[src/rtl/sram_ctrl_if.sv]
// sram_if: master/slave bundle between sram_ctrl and the single-port word SRAM.
//   addr  [AW-1:0]  word address (master -> slave)
//   wen             1 = write on posedge, 0 = read addr into rdata on posedge
//   wdata [DW-1:0]  write data (master -> slave)
//   rdata [DW-1:0]  registered read data (slave -> master)
interface sram_if #(
   parameter int AW = 15,
   parameter int DW = 32
);
   logic [AW-1:0] addr;
   logic          wen;
   logic [DW-1:0] wdata;
   logic [DW-1:0] rdata;

   modport master (output addr, output wen, output wdata, input rdata);
   modport slave  (input addr, input wen, input wdata, output rdata);
endinterface

[src/rtl/sram_ctrl.sv]
// sram_ctrl: valid/ready load/store front end for a single-port word SRAM.
// One request outstanding at a time; byte-strobed stores become
// read-modify-write since the SRAM has no byte enables.
// Ports:
//   clk, rst               clock, synchronous active-high reset
//   req_vld/req_rdy        request handshake
//   req_addr, req_wen      word address, 1 = store / 0 = load
//   req_wdata, req_wstrb   store data and per-byte strobes
//   rsp_vld/rsp_rdy        response handshake
//   rsp_rdata              load data (0 for stores)
//   sram_rw                SRAM master port
module sram_ctrl #(
   parameter int AW = 15,
   parameter int DW = 32
) (
   input  logic            clk,
   input  logic            rst,
   input  logic            req_vld,
   output logic            req_rdy,
   input  logic [AW-1:0]   req_addr,
   input  logic            req_wen,
   input  logic [DW-1:0]   req_wdata,
   input  logic [DW/8-1:0] req_wstrb,
   output logic            rsp_vld,
   input  logic            rsp_rdy,
   output logic [DW-1:0]   rsp_rdata,
   sram_if.master          sram_rw
);
   localparam int SW = DW / 8;

   typedef enum logic [1:0] {IDLE, RD, MRG, RSP} state_t;

   state_t          state_q, state_d;
   logic [AW-1:0]   addr_q, addr_d;
   logic [DW-1:0]   wdata_q, wdata_d;
   logic [SW-1:0]   wstrb_q, wstrb_d;
   logic [DW-1:0]   rdata_q, rdata_d;

   logic            accept;
   logic            full_strb;
   logic [DW-1:0]   merged;

   always_comb begin
      req_rdy   = (state_q == IDLE) && !rst;
      rsp_vld   = (state_q == RSP);
      rsp_rdata = rdata_q;
      accept    = req_vld && req_rdy;
      full_strb = &req_wstrb;

      // Old word arrives on rdata the cycle after the accept-edge read.
      merged = '0;
      for (int unsigned i = 0; i < SW; i++) begin
         merged[8*i +: 8] = wstrb_q[i] ? wdata_q[8*i +: 8] : sram_rw.rdata[8*i +: 8];
      end

      state_d = state_q;
      addr_d  = addr_q;
      wdata_d = wdata_q;
      wstrb_d = wstrb_q;
      rdata_d = rdata_q;

      sram_rw.addr  = addr_q;
      sram_rw.wen   = 1'b0;
      sram_rw.wdata = wdata_q;

      unique case (state_q)
         IDLE: begin
            sram_rw.addr  = req_addr;
            sram_rw.wdata = req_wdata;
            sram_rw.wen   = accept && req_wen && full_strb;
            if (accept) begin
               addr_d  = req_addr;
               wdata_d = req_wdata;
               wstrb_d = req_wstrb;
               if (!req_wen) begin
                  state_d = RD;
               end else if (full_strb || (req_wstrb == '0)) begin
                  rdata_d = '0;
                  state_d = RSP;
               end else begin
                  state_d = MRG;
               end
            end
         end
         RD: begin
            rdata_d = sram_rw.rdata;
            state_d = RSP;
         end
         MRG: begin
            sram_rw.wen   = !rst;
            sram_rw.wdata = merged;
            rdata_d       = '0;
            state_d       = RSP;
         end
         RSP: begin
            if (rsp_rdy) state_d = IDLE;
         end
         default: state_d = IDLE;
      endcase
   end

   always_ff @(posedge clk) begin
      if (rst) begin
         state_q <= IDLE;
         addr_q  <= '0;
         wdata_q <= '0;
         wstrb_q <= '0;
         rdata_q <= '0;
      end else begin
         state_q <= state_d;
         addr_q  <= addr_d;
         wdata_q <= wdata_d;
         wstrb_q <= wstrb_d;
         rdata_q <= rdata_d;
      end
   end
endmodule

[src/flat_wrapper.sv]
// flat-port wrapper written by rule: the top's interface ports become plain ports
module sram_ctrl_flat 
#(
   parameter int AW = 15,
   parameter int DW = 32
)
  (clk, rst, req_vld, req_rdy, req_addr, req_wen, req_wdata, req_wstrb, rsp_vld, rsp_rdy, rsp_rdata, sram_rw_addr, sram_rw_wen, sram_rw_wdata, sram_rw_rdata);
  sram_if #(.AW(AW), .DW(DW)) sram_rw_i ();
  input  logic clk;
  input  logic rst;
  input  logic req_vld;
  output logic req_rdy;
  input  logic [AW-1:0] req_addr;
  input  logic req_wen;
  input  logic [DW-1:0] req_wdata;
  input  logic [DW/8-1:0] req_wstrb;
  output logic rsp_vld;
  input  logic rsp_rdy;
  output logic [DW-1:0] rsp_rdata;
  output wire logic [$bits(sram_rw_i.addr)-1:0] sram_rw_addr;
  output wire logic [$bits(sram_rw_i.wen)-1:0] sram_rw_wen;
  output wire logic [$bits(sram_rw_i.wdata)-1:0] sram_rw_wdata;
  input wire logic [$bits(sram_rw_i.rdata)-1:0] sram_rw_rdata;
  assign sram_rw_addr = sram_rw_i.addr;
  assign sram_rw_wen = sram_rw_i.wen;
  assign sram_rw_wdata = sram_rw_i.wdata;
  assign sram_rw_i.rdata = sram_rw_rdata;
  sram_ctrl #(.AW(AW), .DW(DW)) u_core (.clk(clk), .rst(rst), .req_vld(req_vld), .req_rdy(req_rdy), .req_addr(req_addr), .req_wen(req_wen), .req_wdata(req_wdata), .req_wstrb(req_wstrb), .rsp_vld(rsp_vld), .rsp_rdy(rsp_rdy), .rsp_rdata(rsp_rdata), .sram_rw(sram_rw_i));
endmodule
[config.mk]
export PLATFORM = sky130hd
export DESIGN_NAME = sram_ctrl_flat
export DESIGN_NICKNAME = d
export VERILOG_FILES = /design/src/rtl/sram_ctrl_if.sv /design/src/rtl/sram_ctrl.sv /design/src/flat_wrapper.sv
export SDC_FILE = /design/constraint.sdc
export NUM_CORES = 1
export LEC_CHECK = 0
export ABC_AREA = 1
export CORE_MARGIN = 4
export CORE_UTILIZATION = 35
export CTS_CLUSTER_SIZE = 25
export DETAILED_ROUTE_END_ITERATION = 10
export GPL_TIMING_DRIVEN = 0
export PLACE_DENSITY_LB_ADDON = 0.25
export SYNTH_ARGS = -nofsm -noshare
export SYNTH_HDL_FRONTEND = slang
export SYNTH_SLANG_ARGS = --single-unit
[constraint.sdc]
create_clock -name clk -period 3.2 [get_ports clk]
set_input_delay 0.32 -clock clk [delete_from_list [all_inputs] [get_ports clk]]
set_output_delay 0.32 -clock clk [all_outputs]
set_load 0.01 [all_outputs]
==> metrics.txt <==
# TYPE chip_impl_metric gauge
chip_impl_info{name="timing.critical_path.to_type",value="output port"} 1
chip_impl_metric{name="cts_inserted_buffers",unit=""} 9
chip_impl_info{name="worstHoldPathType",value="flop to flop"} 1
chip_impl_metric{name="number_of_detailed_route_iterations_in_the_first_pass",unit=""} 5
chip_impl_info{name="synth_area_leader_cell",value="sky130_fd_sc_hd__dfxtp_1"} 1
chip_impl_metric{name="final-setup-viol-count",unit=""} 0
chip_impl_metric{name="cts_hold_buf",unit=""} 0
chip_impl_metric{name="yosys_warnings",unit=""} 0
chip_impl_metric{name="cts.clk_slew.worst_paths",unit="ns"} 0.06
chip_impl_metric{name="route.final.wire_length",unit="um"} 16000
chip_impl_info{name="grt_setup_unrepaired",value="no"} 1
chip_impl_metric{name="number_of_nets_in_the_synthesized_netlist",unit=""} 810
chip_impl_metric{name="finalNonFillerCells",unit=""} 1074
chip_impl_metric{name="synth_seq_cells",unit=""} 85
chip_impl_metric{name="htreeDepth",unit=""} 3
chip_impl_metric{name="placement_rows",unit=""} 41
chip_impl_metric{name="pwr_density_cell",unit="mW/mm^2"} 867
chip_impl_metric{name="areaGrowthSynthToFinish",unit="%"} 49.3
chip_impl_metric{name="final.hold.worst_slack",unit="ns"} 0.450
chip_impl_metric{name="synth_cell_types",unit=""} 19
chip_impl_metric{name="placed_cells_incl_taps",unit=""} 1058
chip_impl_metric{name="cts_sinks",unit=""} 85
chip_impl_metric{name="grt_max_degree",unit=""} 15
chip_impl_metric{name="report.final.hold_viol_count",unit=""} 0
chip_impl_metric{name="arrival",unit="ns"} 2.72
chip_impl_metric{name="max-vdd-ir-drop",unit="uV"} 324
chip_impl_metric{name="core-area",unit="sq mm"} 0.0127
chip_impl_metric{name="dr.first_iter.drc_count",unit=""} 378
chip_impl_metric{name="post_synth_instance_area",unit="sq mm"} 0.00457
chip_impl_info{name="critical_path.startpoint_type",value="flop"} 1
chip_impl_metric{name="syn_area_per_cell",unit="sq um"} 6.37
chip_impl_metric{name="drive_above_1_share",unit="%"} 3.55
chip_impl_metric{name="drtAntennaViolNets",unit=""} 0
chip_impl_metric{name="maxCapViolations",unit=""} 0
chip_impl_info{name="critPathKind",value="flop to output port"} 1
chip_impl_metric{name="clock_tree.buffer_depth",unit=""} 2
chip_impl_metric{name="grt_pass1_vias",unit=""} 4713
chip_impl_metric{name="slew_at_the_pin_closest_to_its_max_slew_limit",unit="ns"} 0.582
chip_impl_metric{name="clk_latency",unit="ns"} 0.35
chip_impl_metric{name="design_area",unit="sq mm"} 0.00682
chip_impl_metric{name="cts_post_setup_buffers_inserted",unit=""} 0
chip_impl_metric{name="fin_skew",unit="ns"} 0.00669
chip_impl_info{name="root_buffer",value="sky130_fd_sc_hd__clkbuf_16"} 1
chip_impl_metric{name="drc_violation_count_after_routing",unit=""} 0
chip_impl_metric{name="crit_path_max_fanout",unit=""} 10
chip_impl_metric{name="start_util",unit="%"} 35.9
chip_impl_metric{name="buffer_ports.inserted",unit=""} 169
chip_impl_metric{name="grt_pass1_wl",unit="um"} 24600
chip_impl_metric{name="place_area",unit="sq mm"} 0.00648
chip_impl_metric{name="num_vias",unit=""} 5157
chip_impl_metric{name="die_span_x",unit="um"} 122
chip_impl_metric{name="n_antenna_cell",unit=""} 0
chip_impl_metric{name="minimum_clock_period",unit="ns"} 3.04
chip_impl_metric{name="congestion_overflow_gr",unit=""} 0
chip_impl_metric{name="average_wire_length_per_cell_after_detail_routing",unit="um"} 14.9
chip_impl_metric{name="fin_nets",unit=""} 990
chip_impl_metric{name="totalNegativeSetupSlack",unit="ns"} 0
chip_impl_metric{name="grt_use_total",unit="%"} 21.3
chip_impl_metric{name="die_area",unit="sq mm"} 0.0150
chip_impl_info{name="cts_tree",value="built"} 1
chip_impl_metric{name="die_h",unit="um"} 122
chip_impl_metric{name="netlist.area_leader.share",unit="%"} 37.2
chip_impl_metric{name="ios",unit=""} 170
chip_impl_metric{name="hpwl_reported_at_the_end_of_detailed_placement",unit="um"} 11900
chip_impl_metric{name="power_leakage",unit="nW"} 2.83
chip_impl_metric{name="synthCells",unit=""} 717
chip_impl_metric{name="critPathRequiredTime",unit="ns"} 2.88
chip_impl_info{name="synthTopCellsByArea",value="sky130_fd_sc_hd__dfxtp_1 37%, sky130_fd_sc_hd__nand2_1 13%, sky130_fd_sc_hd__o21ai_0 10%"} 1
chip_impl_metric{name="routed_via_density",unit=""} 4.80
chip_impl_metric{name="maxSlewHeadroom",unit="%"} 61.2
chip_impl_metric{name="grt_antenna_before_repair",unit=""} 0
chip_impl_metric{name="place_congestion",unit=""} 0.887
chip_impl_metric{name="fmaxAchievable",unit="MHz"} 329
chip_impl_metric{name="post_cts_resized",unit=""} 0
chip_impl_metric{name="post-route-util",unit="%"} 53.6
chip_impl_metric{name="share_of_the_clock_period_used_by_the_worst_path_after_layout",unit="%"} 94.9
chip_impl_info{name="run_status",value="finished clean"} 1
chip_impl_metric{name="final_max_slew_viol_count",unit=""} 0
chip_impl_metric{name="synth_sequential_area_ratio",unit="%"} 37.2
==> final timing paths <==
kind	from	endpoint	slack (ns)	cells past startpoint
setup / recovery	u_core.state_q[0]	sram_rw_wdata[11]	0.16	8
hold / removal	u_core.addr_q[1]	u_core.addr_q[1]	0.45	2
setup reg to reg	u_core.state_q[0]	u_core.rsp_rdata[18]	1.15	11
hold reg to reg	u_core.addr_q[1]	u_core.addr_q[1]	0.45	2
==> synth_stat cells (all sizes together) <==
| cell type | count |
|---|---|
| a21oi | 82 |
| buf | 16 |
| clkbuf | 38 |
| clkinv | 1 |
| dfxtp | 85 |
| ha | 5 |
| inv | 121 |
| nand2 | 163 |
| nand3 | 8 |
| nand4 | 26 |
| nor2 | 44 |
| o211ai | 32 |
| o21ai | 95 |
| o32ai | 1 |
==> metrics by stage <==
| stage | worst slack, ns | total power [mW] |
|---|---|---|
| after floorplan | 1.38 | 3.23 |
| after global placement | 0.396 | 4.67 |
| after detailed placement | 0.406 | 4.69 |
| after CTS | 0.0244 | 5.92 |
| after global routing | 0.000948 | 6.36 |
| final | 0.162 | 5.92 |
==> metal layers <==
| metal | GRT usage [%] | routed length (um) | share of wire, % | vias up |
|---|---|---|---|---|
| li1 | - | - | - | 2672 |
| met5 | 0 | 0 | 0 | - |
| met3 | 6.68 | 1230 | 7.7 | 21 |
| met1 | 27.5 | 7150 | 45 | 2303 |
| met2 | 33.4 | 7380 | 46 | 161 |
| met4 | 7.77 | 269 | 1.7 | 0 |
==> state kept, by name, indices dropped and copies added, names as in the netlist <==
signal,cells
u_core.wstrb_q,4
u_core.wdata_q,32
u_core.state_q,2
u_core.addr_q,15
u_core.rsp_rdata,32
==> cells in the final DEF (no fill, tap or decap) <==
cell and n:
sky130_fd_sc_hd__o211ai_1 32, sky130_fd_sc_hd__nor2_1 44, sky130_fd_sc_hd__bufinv_16 3, sky130_fd_sc_hd__clkbuf_2 4, sky130_fd_sc_hd__dfxtp_1 85, sky130_fd_sc_hd__nand3_1 8, sky130_fd_sc_hd__clkbuf_16 9, sky130_fd_sc_hd__buf_1 8
sky130_fd_sc_hd__ha_1 5, sky130_fd_sc_hd__buf_6 2, sky130_fd_sc_hd__inv_1 117, sky130_fd_sc_hd__inv_2 4, sky130_fd_sc_hd__a21oi_2 1, sky130_fd_sc_hd__clkinv_4 1, sky130_fd_sc_hd__o21ai_0 95, sky130_fd_sc_hd__a21oi_1 81
sky130_fd_sc_hd__nand2_1 162, sky130_fd_sc_hd__clkbuf_1 36, sky130_fd_sc_hd__clkinv_2 1, sky130_fd_sc_hd__nand4_1 26, sky130_fd_sc_hd__clkinv_1 1, sky130_fd_sc_hd__clkinvlp_4 1, sky130_fd_sc_hd__clkdlybuf4s50_1 169, sky130_fd_sc_hd__buf_2 5
sky130_fd_sc_hd__nand2_4 1, sky130_fd_sc_hd__o32ai_1 1
==> layout make-up <==
cell class                      instances  area [sq um]
Inverter                              122           458
Buffer                                 54           229
Timing Repair Buffer                  169          1690
Fill cell                            1341          5900
Tap cell                              172           215
Sequential cell                        85          1700
Multi-Input combinational cell        456          2190
Clock buffer                           10           229
Clock inverter                          6           111
==> where the power goes <==
part	total, mW	internal [mW]	leakage, nW	switching (mW)
sequential	1.46	1.35	0.696	0.114
clock	1.22	0.764	0.163	0.460
combinational	3.23	1.43	1.97	1.80
total	5.92	3.54	2.83	2.38
==> kinds of logic (layout without fill, tap and decap cells) <==
kind of cell / count (synthesis) / count (layout) / synth area share, %
fa+ha+maj: 5 / 5 / 1.37
flops: 85 / 85 / 37.2
simple gates: 241 / 241 / 21.6
buf+inv: 176 / 361 / 14.9
compound gates: 210 / 210 / 24.9
==> critical path: stages, from the launching register on <==
cell and delay, ns:
sky130_fd_sc_hd__dfxtp_1 0.36, sky130_fd_sc_hd__inv_1 0.10, sky130_fd_sc_hd__ha_1 0.27, sky130_fd_sc_hd__buf_2 0.23, sky130_fd_sc_hd__inv_1 0.10, sky130_fd_sc_hd__nand2_1 0.14
sky130_fd_sc_hd__clkbuf_2 0.25, sky130_fd_sc_hd__o211ai_1 0.31, sky130_fd_sc_hd__clkdlybuf4s50_1 0.60
No activity file was read; power rests on OpenSTA's default activity.
